`src/rtl/simd_sat_addsub_pipe_pkg.sv`:
```
// Shared encodings and segment helpers for the SIMD saturating add/sub pipeline.
package simd_sat_addsub_pipe_pkg;

   localparam int MAX_LANES = 64;

   typedef enum logic [1:0] {
      SAT_WRAP     = 2'b00,
      SAT_SIGNED   = 2'b01,
      SAT_UNSIGNED = 2'b10
   } sat_mode_e;

   typedef enum logic {
      OP_ADD = 1'b0,
      OP_SUB = 1'b1
   } op_e;

   // Bit i set when base lane i is the lowest lane of its segment; width saturates at lane_lg.
   function automatic logic [MAX_LANES-1:0] seg_base_mask(input logic [1:0] width,
                                                          input int lane_lg,
                                                          input int num_lanes);
      logic [MAX_LANES-1:0] mask;
      int sh;
      sh   = (int'(width) > lane_lg) ? lane_lg : int'(width);
      mask = '0;
      for (int i = 0; i < MAX_LANES; i++) begin
         if ((i < num_lanes) && ((i & ((1 << sh) - 1)) == 0)) mask[i] = 1'b1;
      end
      return mask;
   endfunction

endpackage

```
`src/rtl/simd_sat_addsub_pipe_lane_add.sv`:
```
// One base lane of the chained adder: sum, carry-out and signed overflow.
module simd_sat_addsub_pipe_lane_add
   import simd_sat_addsub_pipe_pkg::*;
#(
   parameter int LANE_W = 8
) (
   input  logic [LANE_W-1:0] a,
   input  logic [LANE_W-1:0] b,
   input  logic              cin,
   output logic [LANE_W-1:0] sum,
   output logic              cout,
   output logic              ovf
);

   always_comb begin
      {cout, sum} = {1'b0, a} + {1'b0, b} + {{LANE_W{1'b0}}, cin};
      ovf         = (a[LANE_W-1] == b[LANE_W-1]) && (sum[LANE_W-1] != a[LANE_W-1]);
   end

endmodule

```
`src/rtl/simd_sat_addsub_pipe.sv`:
```
// Two-stage SIMD add/subtract with per-segment wrap, signed or unsigned saturation.
module simd_sat_addsub_pipe
   import simd_sat_addsub_pipe_pkg::*;
#(
   parameter int LANE_W    = 8,
   parameter int NUM_LANES = 4,
   parameter int CNT_W     = 16
) (
   input  logic                      clk,
   input  logic                      rst,
   input  logic                      in_valid,
   output logic                      in_ready,
   input  logic [LANE_W*NUM_LANES-1:0] a,
   input  logic [LANE_W*NUM_LANES-1:0] b,
   input  logic [1:0]                width,
   input  logic                      op,
   input  logic [1:0]                sat_mode,
   output logic                      out_valid,
   input  logic                      out_ready,
   output logic [LANE_W*NUM_LANES-1:0] out_data,
   output logic [NUM_LANES-1:0]      out_sat,
   input  logic                      sat_clr,
   output logic [CNT_W-1:0]          sat_count
);

   localparam int DW      = LANE_W * NUM_LANES;
   localparam int LANE_LG = $clog2(NUM_LANES);

   logic                 ready1, ready2;
   logic                 vld_p1, vld_p2;
   logic [NUM_LANES-1:0] base, top;
   logic [DW-1:0]        b_eff, sum;
   logic [NUM_LANES-1:0] cout, ovf;
   logic [NUM_LANES-1:0] seg_c, seg_v, seg_s;
   logic                 c_run, v_run, s_run;

   logic [DW-1:0]        sum_p1;
   logic [NUM_LANES-1:0] seg_c_p1, seg_v_p1, seg_s_p1, top_p1;
   logic [1:0]           mode_p1;
   logic                 op_p1;

   logic [DW-1:0]        sat_data;
   logic [NUM_LANES-1:0] sat_flags;

   assign ready2    = !vld_p2 || out_ready;
   assign ready1    = !vld_p1 || ready2;
   assign in_ready  = ready1;
   assign out_valid = vld_p2;

   always_comb begin
      base  = NUM_LANES'(seg_base_mask(width, LANE_LG, NUM_LANES));
      b_eff = (op == OP_SUB) ? ~b : b;
   end

   // Stage 1: carry chain, killed at segment boundaries by re-injecting the op carry.
   for (genvar i = 0; i < NUM_LANES; i++) begin : g_lane
      logic c_in, c_out;
      if (i == 0) begin : g_first
         assign c_in = base[0] & op;
      end else begin : g_chain
         assign c_in = base[i] ? op : g_lane[i-1].c_out;
      end
      if (i == NUM_LANES - 1) begin : g_top
         assign top[i] = 1'b1;
      end else begin : g_mid
         assign top[i] = base[i+1];
      end
      simd_sat_addsub_pipe_lane_add #(.LANE_W(LANE_W)) u_lane_add (
         .a    (a[i*LANE_W +: LANE_W]),
         .b    (b_eff[i*LANE_W +: LANE_W]),
         .cin  (c_in),
         .sum  (sum[i*LANE_W +: LANE_W]),
         .cout (c_out),
         .ovf  (ovf[i])
      );
      assign cout[i] = c_out;
   end

   // Broadcast each segment's top-lane carry, overflow and a-sign down to all its lanes.
   always_comb begin
      c_run = 1'b0;
      v_run = 1'b0;
      s_run = 1'b0;
      seg_c = '0;
      seg_v = '0;
      seg_s = '0;
      for (int i = NUM_LANES - 1; i >= 0; i--) begin
         if (top[i]) begin
            c_run = cout[i];
            v_run = ovf[i];
            s_run = a[i*LANE_W + LANE_W - 1];
         end
         seg_c[i] = c_run;
         seg_v[i] = v_run;
         seg_s[i] = s_run;
      end
   end

   always_ff @(posedge clk) begin
      if (rst) vld_p1 <= 1'b0;
      else if (ready1) vld_p1 <= in_valid;
   end

   always_ff @(posedge clk) begin
      if (ready1 && in_valid) begin
         sum_p1   <= sum;
         seg_c_p1 <= seg_c;
         seg_v_p1 <= seg_v;
         seg_s_p1 <= seg_s;
         top_p1   <= top;
         mode_p1  <= sat_mode;
         op_p1    <= op;
      end
   end

   // Returns {saturated, lane value}; the segment's top lane carries the signed MSB pattern.
   function automatic logic [LANE_W:0] sat_lane(input logic [LANE_W-1:0] raw,
                                                input logic [1:0] mode,
                                                input logic sub, c, v, s, is_top);
      logic [LANE_W:0] r;
      r = {1'b0, raw};
      if (mode == SAT_SIGNED && v)
         r = {1'b1, is_top ? {s, {(LANE_W-1){!s}}} : {LANE_W{!s}}};
      else if (mode == SAT_UNSIGNED && sub == OP_ADD && c)
         r = {1'b1, {LANE_W{1'b1}}};
      else if (mode == SAT_UNSIGNED && sub == OP_SUB && !c)
         r = {1'b1, {LANE_W{1'b0}}};
      return r;
   endfunction

   // Stage 2: saturate per lane using the segment-wide flags.
   always_comb begin
      sat_data  = '0;
      sat_flags = '0;
      for (int i = 0; i < NUM_LANES; i++) begin
         {sat_flags[i], sat_data[i*LANE_W +: LANE_W]} =
            sat_lane(sum_p1[i*LANE_W +: LANE_W], mode_p1, op_p1,
                     seg_c_p1[i], seg_v_p1[i], seg_s_p1[i], top_p1[i]);
      end
   end

   always_ff @(posedge clk) begin
      if (rst) begin
         vld_p2   <= 1'b0;
         out_data <= '0;
         out_sat  <= '0;
      end else if (ready2) begin
         vld_p2 <= vld_p1;
         if (vld_p1) begin
            out_data <= sat_data;
            out_sat  <= sat_flags;
         end
      end
   end

   always_ff @(posedge clk) begin
      if (rst || sat_clr)
         sat_count <= '0;
      else if (out_valid && out_ready && (|out_sat) && (sat_count != {CNT_W{1'b1}}))
         sat_count <= sat_count + 1'b1;
   end

endmodule

```
`config.mk`:
```
export PLATFORM = sky130hd
export DESIGN_NAME = simd_sat_addsub_pipe
export DESIGN_NICKNAME = d
export VERILOG_FILES = /design/src/rtl/simd_sat_addsub_pipe_pkg.sv /design/src/rtl/simd_sat_addsub_pipe_lane_add.sv /design/src/rtl/simd_sat_addsub_pipe.sv
export SDC_FILE = /design/constraint.sdc
export NUM_CORES = 1
export LEC_CHECK = 0
export CORE_MARGIN = 4
export CORE_UTILIZATION = 50
export CTS_CLUSTER_DIAMETER = 100
export CTS_CLUSTER_SIZE = 40
export DETAILED_ROUTE_END_ITERATION = 12
export GPL_ROUTABILITY_DRIVEN = 0
export PLACE_DENSITY = 0.78
export SLEW_MARGIN = 5
export SYNTH_ARGS = -nofsm -noshare
export SYNTH_HDL_FRONTEND = slang
export SYNTH_SLANG_ARGS = --single-unit
```
`constraint.sdc`:
```
create_clock -name clk -period 14.6 [get_ports clk]
set_clock_uncertainty 0.1 [all_clocks]
set_input_delay 2.92 -clock clk [delete_from_list [all_inputs] [get_ports clk]]
set_output_delay 2.92 -clock clk [all_outputs]
set_load 0.05 [all_outputs]
```
[Word level (Yosys, flattened, before mapping)]
Index checks and enable logic that the tools add are counted.
Word-level totals
  bits in registers: 104
  output and inout port bits: 54
  logic and storage cells: 109
Operators by class
  $add $sub $neg: 10
  magnitude comparators: 1
  equal/unequal tests: 11
  shift-type cells: 1
  mux-type cells: 32
  bitwise gates (word level): 2
  reduce and logical (&&, ||, !) cells: 40
Operators by type and width (number)
  $mux W9: 12
  $logic_not A32 Y1: 3
  $add A8 B8 Y9: 4
  $add A9 B1 Y9: 4
  $mux W32: 1
  $not A32 Y32: 1
  $mux W8: 3
  $logic_and A1 B1 Y1: 22
  $add A16 B1 Y16 const B: 1
  $ne A16 B16 Y1 const B: 1
  $mux W1: 15
  $logic_not A1 Y1: 10
  $eq A1 B1 Y1: 4
  $ne A1 B1 Y1: 4
  $reduce_or A4 Y1: 1
  $logic_or A1 B1 Y1: 3
  $eq A2 B1 Y1 const B: 1
  $eq A2 B2 Y1 const B: 1
  $gt A2 B2 Y1 const B: 1
  $mux W2: 1
  $reduce_and A2 Y1: 1
  $shl A1 B2 Y2 const A: 1
  $sub A2 B2 Y2 const B: 1
  $not A1 Y1: 1

[Longest topological paths before layout]
Gate-level depths: netlist of run 1.
  depth after elaboration: 17
  depth in mapped cells: 30
  mapped depth without buffers: 29

[Modules after synthesis]
From an unflattened synthesis of run 1, not the netlist that was laid out.
Unflattened totals
  cells, all modules: 591
  area total of the unflattened synthesis: 5916.9 um^2
Modules (own cells, without submodules)
  simd_sat_addsub_pipe: instances 1, cells an instance 423, area an instance 4570.6 um^2, seq. area each 2552.4 um^2
  simd_sat_addsub_pipe_lane_add: instances 4, cells an instance 42, area an instance 336.6 um^2, seq. area each 0.0 um^2

[Worst setup path before layout of run 1]
OpenSTA, ideal clock, no wires.
  path kind: input to register
  from: input port op
  to: register seg_v_p1[2], data pin
  setup time: 0.259 ns
  arrival: 9.353 ns
  required time: 14.241 ns
  path slack: 4.888 ns
  cell stages on the path: 29
  path through: clkbuf_1 > clkbuf_1 > xor2_1 > ha_1 > nor2b_1 > o21ai_0 > a21oi_1 > o41ai_1 > a21o_1 > fa_1 > fa_1 > nor2b_1 > o21ai_0 > o22ai_1 > o41ai_1 > o21a_1 > fa_1 > fa_1 > nor2b_1 > o31a_1 > or4_1 > a31oi_1 > a21o_1 > fa_1 > nor2b_1 > o31a_1 > a2bb2oi_1 > mux2_2 > a211o_1
Between the ends
  cells in the longest elaborated chain, start to end: 12
Ends and longest elaborated chain
  from (decl): line simd_sat_addsub_pipe.sv:16  | input logic op,
  $mux W32: line simd_sat_addsub_pipe.sv:52  | b_eff = (op == OP_SUB) ? ~b : b;
  $add A8 B8 Y9: line simd_sat_addsub_pipe_lane_add.sv:16  | {cout, sum} = {1'b0, a} + {1'b0, b} + {{LANE_W{1'b0}}, cin};
  $add A9 B1 Y9: line simd_sat_addsub_pipe_lane_add.sv:16
  $mux W1: line simd_sat_addsub_pipe.sv:61  | assign c_in = base[i] ? op : g_lane[i-1].c_out;
  $add A9 B1 Y9: line simd_sat_addsub_pipe_lane_add.sv:16
  $mux W1: line simd_sat_addsub_pipe.sv:61
  $add A9 B1 Y9: line simd_sat_addsub_pipe_lane_add.sv:16
  $mux W1: line simd_sat_addsub_pipe.sv:61
  $add A9 B1 Y9: line simd_sat_addsub_pipe_lane_add.sv:16
  $ne A1 B1 Y1: line simd_sat_addsub_pipe_lane_add.sv:17  | ovf = (a[LANE_W-1] == b[LANE_W-1]) && (sum[LANE_W-1] != a[LANE_W-1]);
  $logic_and A1 B1 Y1 *: line simd_sat_addsub_pipe_lane_add.sv:17
  via g_lane[3].u_lane_add.ovf: line simd_sat_addsub_pipe_lane_add.sv:12  | output logic ovf
  $mux W1 *: line simd_sat_addsub_pipe.sv:88  | if (top[i]) begin
  via seg_v[2]: line simd_sat_addsub_pipe.sv:34  | logic [NUM_LANES-1:0] seg_c, seg_v, seg_s;
  to (signal assigned): line simd_sat_addsub_pipe.sv:108  | seg_v_p1 <= seg_v;
  to (decl): line simd_sat_addsub_pipe.sv:38  | logic [NUM_LANES-1:0] seg_c_p1, seg_v_p1, seg_s_p1, top_p1;
Mark *: on every way through the listed nets, which the timed path passes. The rest lies on a longest branch.
A chain may end at the register's enable or synchronous reset.

[Worst setup path after layout of run 1]
Ends and elaborated chain as after synthesis.

==> results of run 1 <==
-- worst max path at each step --
stage               start     endpoint  cells after the start
floorplan              op  seg_v_p1[2]                     29
global placement       op  seg_v_p1[2]                     29
detailed placement     op  seg_v_p1[2]                     29
CTS                    op  seg_v_p1[2]                     29
global route           op  seg_c_p1[0]                     29
finish                 op  seg_v_p1[2]                     29
-- metal layers --
| metal | routed length [um] | share of wire (%) |
|---|---|---|
| met5 | 0 | 0 |
| met4 | 262 | 1.9 |
| met3 | 862 | 6.3 |
| met2 | 6565 | 48 |
| met1 | 5954 | 44 |
-- cell type report --
type | count | share of cell area [%]
multi-input combinational | 437 | 40.45
clock buffer | 12 | 3.299
tap | 140 | 2.345
inverter | 33 | 1.658
timing repair buffer | 129 | 17.15
sequential | 103 | 34.17
clock inverter | 4 | 0.9379
-- power breakdown --
group / total, mW / internal, mW / switching, mW
clock: 0.254 / 0.154 / 0.100
sequential: 0.356 / 0.342 / 0.0143
combinational: 0.219 / 0.0945 / 0.124
-- worst min-delay path, stage by stage, from the launching register on --
cell and delay (ns):
dfxtp_1 0.31, nor2_1 0.09, a211oi_1 0.05
-- stage by stage --
stage               cells  power [mW]  instance area (um^2)  setup WS (ns)
detailed placement    842      0.5789                  7154          4.062
global route          858      0.8701                  7471          3.892
floorplan             594      0.5044                  5776          4.888
CTS                   858      0.8314                  7471          4.390
finish                858      0.8292                  7471          4.384
global placement      842      0.5725                  7154          4.282
-- kinds of logic after synthesis --
kind of cell               Yosys count  share of synthesized area, %
adders and majority gates           36                         8.709
buffers and inverters               54                         3.553
AOI/OAI and AO/OA                  159                         18.33
xor gates and xnor gates            65                         9.857
muxes                                5                        0.9099
and+or+nand+nor                    172                         14.45
DFF                                103                         44.19
-- flip-flops by register name, indices dropped and copies added (netlist names), 2 cells and up --
register,count
seg_c_p1,4
mode_p1,2
sat_count,16
top_p1,2
seg_v_p1,4
seg_s_p1,4
out_sat,4
sum_p1,32
out_data,32
-- cell usage in the layout (no fill, tap or decap), types with 3 or more instances in the layout --
master and count:
inv_1 32, a211oi_1 32, o211ai_1 4, a21o_1 6, fa_1 7, nand4_1 3, o31a_1 4, o21a_1 12
xor2_1 37, xnor2_1 28, clkdlybuf4s50_1 126, nor2b_1 13, ha_1 29, nand3_1 12, a311oi_1 7, a31oi_1 7
a21oi_1 17, o21ai_0 54, nand2b_1 5, or4_1 6, edfxtp_1 49, and2_1 4, nor2_1 75, nor3_1 14
mux2i_1 3, clkbuf_16 9, dfxtp_1 54, nand2_1 22
==> flow_summary.json, run 1 <==
{
  "status": "complete, no violations",
  "hold_ws_ns": 0.3947,
  "maxCapViolCount": 0,
  "drv_slew": 0,
  "clk_pin_slew_ns": 0.07,
  "p_leak_nw": 2.781,
  "r2r_start": "sat_count[0]",
  "regToRegEndpoint": "sat_count[12]",
  "area_growth_pct": 29.35,
  "busiest_layer": "met2",
  "setup_viol": 0,
  "portBuffers": 127,
  "reg2reg_depth": 6,
  "netlist.area_leader.share_pct": 25.48,
  "crit_arrival_ns": 10.21,
  "drt_iter0_markers": 420,
  "wl_per_cell_um": 15.90,
  "cp-end-kind": "register",
  "syn_area_um2": 5776,
  "syn_inst": 594,
  "drtPass1Iterations": 5,
  "worst_slew_pin_slew_ns": 1.121,
  "syn_nets": 704,
  "min_path_type": "register to register",
  "cpPeakStageDelay_ns": 0.69,
  "syn_area_per_cell_um2": 9.723,
  "clk_latency_ns": 0.34,
  "antenna_left": 0,
  "slowest_stage": "buf_2",
  "required_ns": 14.60,
  "crit_family": "compound AO/OA/AOI/OAI gates",
  "critPathKind": "input port to register",
  "clock-sinks": 103,
  "grt_util_met1_pct": 26.44,
  "vias": 4835,
  "core_um2": 11080,
  "fillers": 890,
  "track_usage_pct": 20.67,
  "cts-root-buf": "clkbuf_16",
  "synthFlopType": "dfxtp_1",
  "yosysMostFrequentCell": "nor2_1",
  "min_to": "out_data[19]",
  "antenna_found_initial": 0,
  "cts_post_setup_buffers_inserted": 0,
  "rrSetupSlack_ns": 12.46,
  "grt_pass1_vias": 4786,
  "final_nets": 823,
  "cts-resized-gates": 0,
  "powerDensity_nw_per_um2": 111.0,
  "fmax_mhz": 97.89,
  "ys_warn_count": 0,
  "drive_gt1_share_pct": 4.039,
  "min_period_ns": 10.22,
  "final_util_pct": 67.44,
  "worstSetupStartpointType": "input port",
  "num_io_pins": 128,
  "worst_hold_path.num_cells": 2,
  "fin_setup_tns_ns": 0,
  "grt_pass1_wl_um": 22070,
  "grt_setup_unrepaired": "false",
  "die_h_um": 115.5,
  "crit_path_frequent_cell": "fa_1",
  "grt_util_met2_pct": 35.15,
  "hold_viol": 0,
  "totalWireLength_um": 13640,
  "grt-ovfl-total": 0,
  "multiInputGateArea_um2": 3022,
  "num_antenna_cells": 0,
  "synth_edf_count": 49,
  "synth_seq_area_share_pct": 44.19,
  "synth_top_cell_by_area": "edfxtp_1",
  "drc_errors": 0,
  "start_util_pct": 52.13,
  "synth_area_leaders": "edfxtp_1 25%, dfxtp_1 19%, ha_1 6.3%",
  "ir_worst_vdd_mv": 0.06572,
  "clock_path_buffers": 2,
  "cts_buffers": 9,
  "synthArstFlopShare_pct": 0,
  "cp_max_fo": 35,
  "synth.distinct_cells": 53,
  "synth_seq_cells": 103,
  "htree_levels": 3,
  "dp_hpwl_um": 10540,
  "yosys-top-cells-count": "75 x nor2_1, 54 x dfxtp_1, 54 x o21ai_0",
  "worstHoldStart": "out_data[19]",
  "placementRows": 38,
  "fin_crit_sh_pct": 69.97,
  "die-area_um2": 13330,
  "hold_buffers": 0,
  "seqCellArea_um2": 2552,
  "cp_num_buf_inv": 2,
  "slew_headroom_pct": 25.27,
  "vias_per_cell": 5.635,
  "fp.dieW_um": 115.5,
  "grt_max_degree": 50,
  "cts_tree": "built",
  "gr-usage-met3_pct": 4.700
}
No activity file was read; power rests on OpenSTA's default activity.
==> inputs of run 2 (changes only) <==
--- a/config.mk
+++ b/config.mk
@@ -6,12 +6,12 @@
 export NUM_CORES = 1
 export LEC_CHECK = 0
 export CORE_MARGIN = 4
-export CORE_UTILIZATION = 50
+export CORE_UTILIZATION = 46
 export CTS_CLUSTER_DIAMETER = 100
 export CTS_CLUSTER_SIZE = 40
 export DETAILED_ROUTE_END_ITERATION = 12
 export GPL_ROUTABILITY_DRIVEN = 0
-export PLACE_DENSITY = 0.78
+export PLACE_DENSITY = 0.76
 export SLEW_MARGIN = 5
 export SYNTH_ARGS = -nofsm -noshare
 export SYNTH_HDL_FRONTEND = slang
==> constraint.sdc (replaced) <==
create_clock -name clk -period 9.1 [get_ports clk]
set_clock_uncertainty 0.1 [all_clocks]
set_input_delay 1.82 -clock clk [delete_from_list [all_inputs] [get_ports clk]]
set_output_delay 1.82 -clock clk [all_outputs]
set_load 0.05 [all_outputs]
==> run 2 against run 1 <==
Against the previous run: setup slack lost 3.9 ns; total power up 54%; sequential share of layout area is 0.13 points lower; cell area grew 0.39%; combinational power rose by 59%; final cell count grew 3.7%; utilization shrank 5.8 points; hold slack improved by 0.0030 ns; die area is 8.1% higher; first-iteration DRC count down 1.2%; wire length grew 2.7%; critical endpoint unchanged.
==> flow_summary.json, run 2 (synthesized netlist as in run 1, its figures left out) <==
{
  "clock-sinks": 103,
  "final_nets": 827,
  "num_io_pins": 128,
  "vias_per_cell": 5.399,
  "drive_gt1_share_pct": 4.709,
  "crit_family": "adder cells",
  "drt_iter0_markers": 415,
  "setup_viol": 0,
  "maxCapViolCount": 0,
  "min_path_type": "register to register",
  "worstHoldStart": "out_data[19]",
  "p_int_mw": 0.8987,
  "grt_pass1_vias": 4790,
  "die_h_um": 120.1,
  "placementRows": 40,
  "crit_cells": 29,
  "seqPwrFrac_pct": 44.5,
  "seqCellArea_um2": 2552,
  "core_um2": 12160,
  "min_period_ns": 8.661,
  "instances_no_fill": 890,
  "cts_post_setup_buffers_inserted": 0,
  "cts_tree": "built",
  "antenna_found_initial": 0,
  "grt_setup_unrepaired": "false",
  "mostFrequentLayoutCells": "126 x clkdlybuf4s50_1, 75 x nor2_1, 54 x o21ai_0, 54 x dfxtp_1, 49 x edfxtp_1",
  "worst_slew_pin_slew_ns": 1.129,
  "fp.dieW_um": 120.1,
  "crit_arrival_ns": 8.66,
  "drv_slew": 0,
  "start_util_pct": 47.49,
  "min_to": "out_data[19]",
  "slew_headroom_pct": 24.71,
  "die-area_um2": 14410,
  "fin_setup_tns_ns": 0,
  "combPwrFrac_pct": 27.3,
  "cp_num_buf_inv": 2,
  "wl_per_cell_um": 15.75,
  "multiInputGateArea_um2": 3028,
  "htree_levels": 3,
  "regToRegEndpoint": "out_data[22]",
  "final_common_cell": "clkdlybuf4s50_1",
  "dp_slack_ns": 0.08484,
  "num_antenna_cells": 0,
  "drtPass1Iterations": 5,
  "clk_latency_ns": 0.34,
  "totalWireLength_um": 14020,
  "power.net_switching_mw": 0.3786,
  "fillers": 1027,
  "reg2reg_depth": 5,
  "rrSetupSlack_ns": 6.96,
  "worstSetupStartpointType": "input port",
  "cts-root-buf": "clkbuf_16",
  "swShare_pct": 29.64,
  "final_util_pct": 61.67,
  "vias": 4805,
  "cpPeakStageDelay_ns": 0.47,
  "grt-ovfl-total": 0,
  "hold_viol": 0,
  "cp_max_fo": 3,
  "slowest_stage": "clkdlybuf4s50_1",
  "ir_worst_vdd_mv": 0.08514,
  "cp-end-kind": "register",
  "portBuffers": 127,
  "setup_slack_ns": 0.4389,
  "worst_hold_path.num_cells": 2,
  "required_ns": 9.10,
  "dp.cells": 874,
  "power_frac_clock_pct": 28.2,
  "dp_hpwl_um": 10730,
  "cts_buffers": 9,
  "powerDensity_nw_per_um2": 170.3,
  "status": "complete, no violations",
  "grt_pass1_wl_um": 22840,
  "drc_errors": 0,
  "fmax_mhz": 115.5,
  "critPathKind": "input port to register",
  "r2r_start": "mode_p1[0]",
  "clock_path_buffers": 2,
  "grt_max_degree": 50,
  "antenna_left": 0,
  "crit_path_frequent_cell": "fa_1",
  "area_growth_pct": 29.85,
  "hold_ws_ns": 0.3978,
  "clk_pin_slew_ns": 0.07,
  "fin_crit_sh_pct": 95.18,
  "largestRegisters": "out_data x32, sum_p1 x32, sat_count x16",
  "track_usage_pct": 19.34,
  "p_leak_nw": 2.782
}
==> run 2: changes by cell type in the layout (fill, tap and decap cells not counted), sizes merged <==
| cell | change |
|---|---|
| buf | +4 |
| bufinv | -2 |
| clkbuf | +1 |
| inv | +1 |
==> run 2: cell type report <==
type	count	area share, %
inverters	33	1.652
clock inverters	3	0.2669
multi-input cells	437	40.37
clock buffers	13	3.387
flip-flops and latches	103	34.03
well taps	168	2.803
repair buffers	133	17.48
==> run 2: power groups by stage <==
stage / Sequential [mW] / Clock [mW] / Combinational [mW]
finish: 0.569 / 0.360 / 0.349
global route: 0.574 / 0.388 / 0.381
CTS: 0.569 / 0.365 / 0.349
detailed placement: 0.579 / 0 / 0.347
global placement: 0.577 / 0 / 0.337
floorplan: 0.618 / 0 / 0.192
==> run 2: worst max path at each step <==
| stage | startpoint | end | slack [ns] |
|---|---|---|---|
| floorplan | op | seg_v_p1[2] | 0.49 |
| global placement | b[1] | seg_c_p1[0] | 0.29 |
| detailed placement | b[1] | seg_c_p1[0] | 0.08 |
| CTS | b[1] | seg_c_p1[0] | 0.45 |
| global route | b[1] | seg_c_p1[0] | 0.01 |
| finish | b[1] | seg_v_p1[2] | 0.44 |
==> run 2: per-stage QoR <==
step           total power, mW  cell area, um^2
3_5_place_dp            0.9255             7219
5_1_grt                  1.343             7500
4_1_cts                  1.282             7493
2_1_floorplan           0.8093             5776
3_3_place_gp            0.9146             7219
6_report                 1.277             7500
==> run 2: repair_timing <==
item                       CTS  global route
gates resized for setup      0             1
hold buffers                 0             0
setup endpoints to repair    0             1
==> run 2: routing by layer <==
metal | track usage [%] | up-vias | share of wire, %
met5 | 0 | - | 0
met4 | 5.583 | 0 | 1.7
met3 | 4.477 | 24 | 6.0
met2 | 34.74 | 147 | 50
met1 | 22.98 | 2241 | 42
li1 | - | 2393 | -
==> run 2: worst min-delay path, delay by kind of cell (launching register included) <==
kind	cells	cell delay, ns
flops	1	0.31
simple gates	1	0.09
compound gates	1	0.05
==> inputs of run 3 (changes only) <==
--- a/config.mk
+++ b/config.mk
@@ -5,6 +5,7 @@
 export SDC_FILE = /design/constraint.sdc
 export NUM_CORES = 1
 export LEC_CHECK = 0
+export CAP_MARGIN = 0
 export CORE_MARGIN = 4
 export CORE_UTILIZATION = 46
 export CTS_CLUSTER_DIAMETER = 100
==> results of run 3 <==
Same layout as run 2: the final DEF is identical, and so are final timing and power.
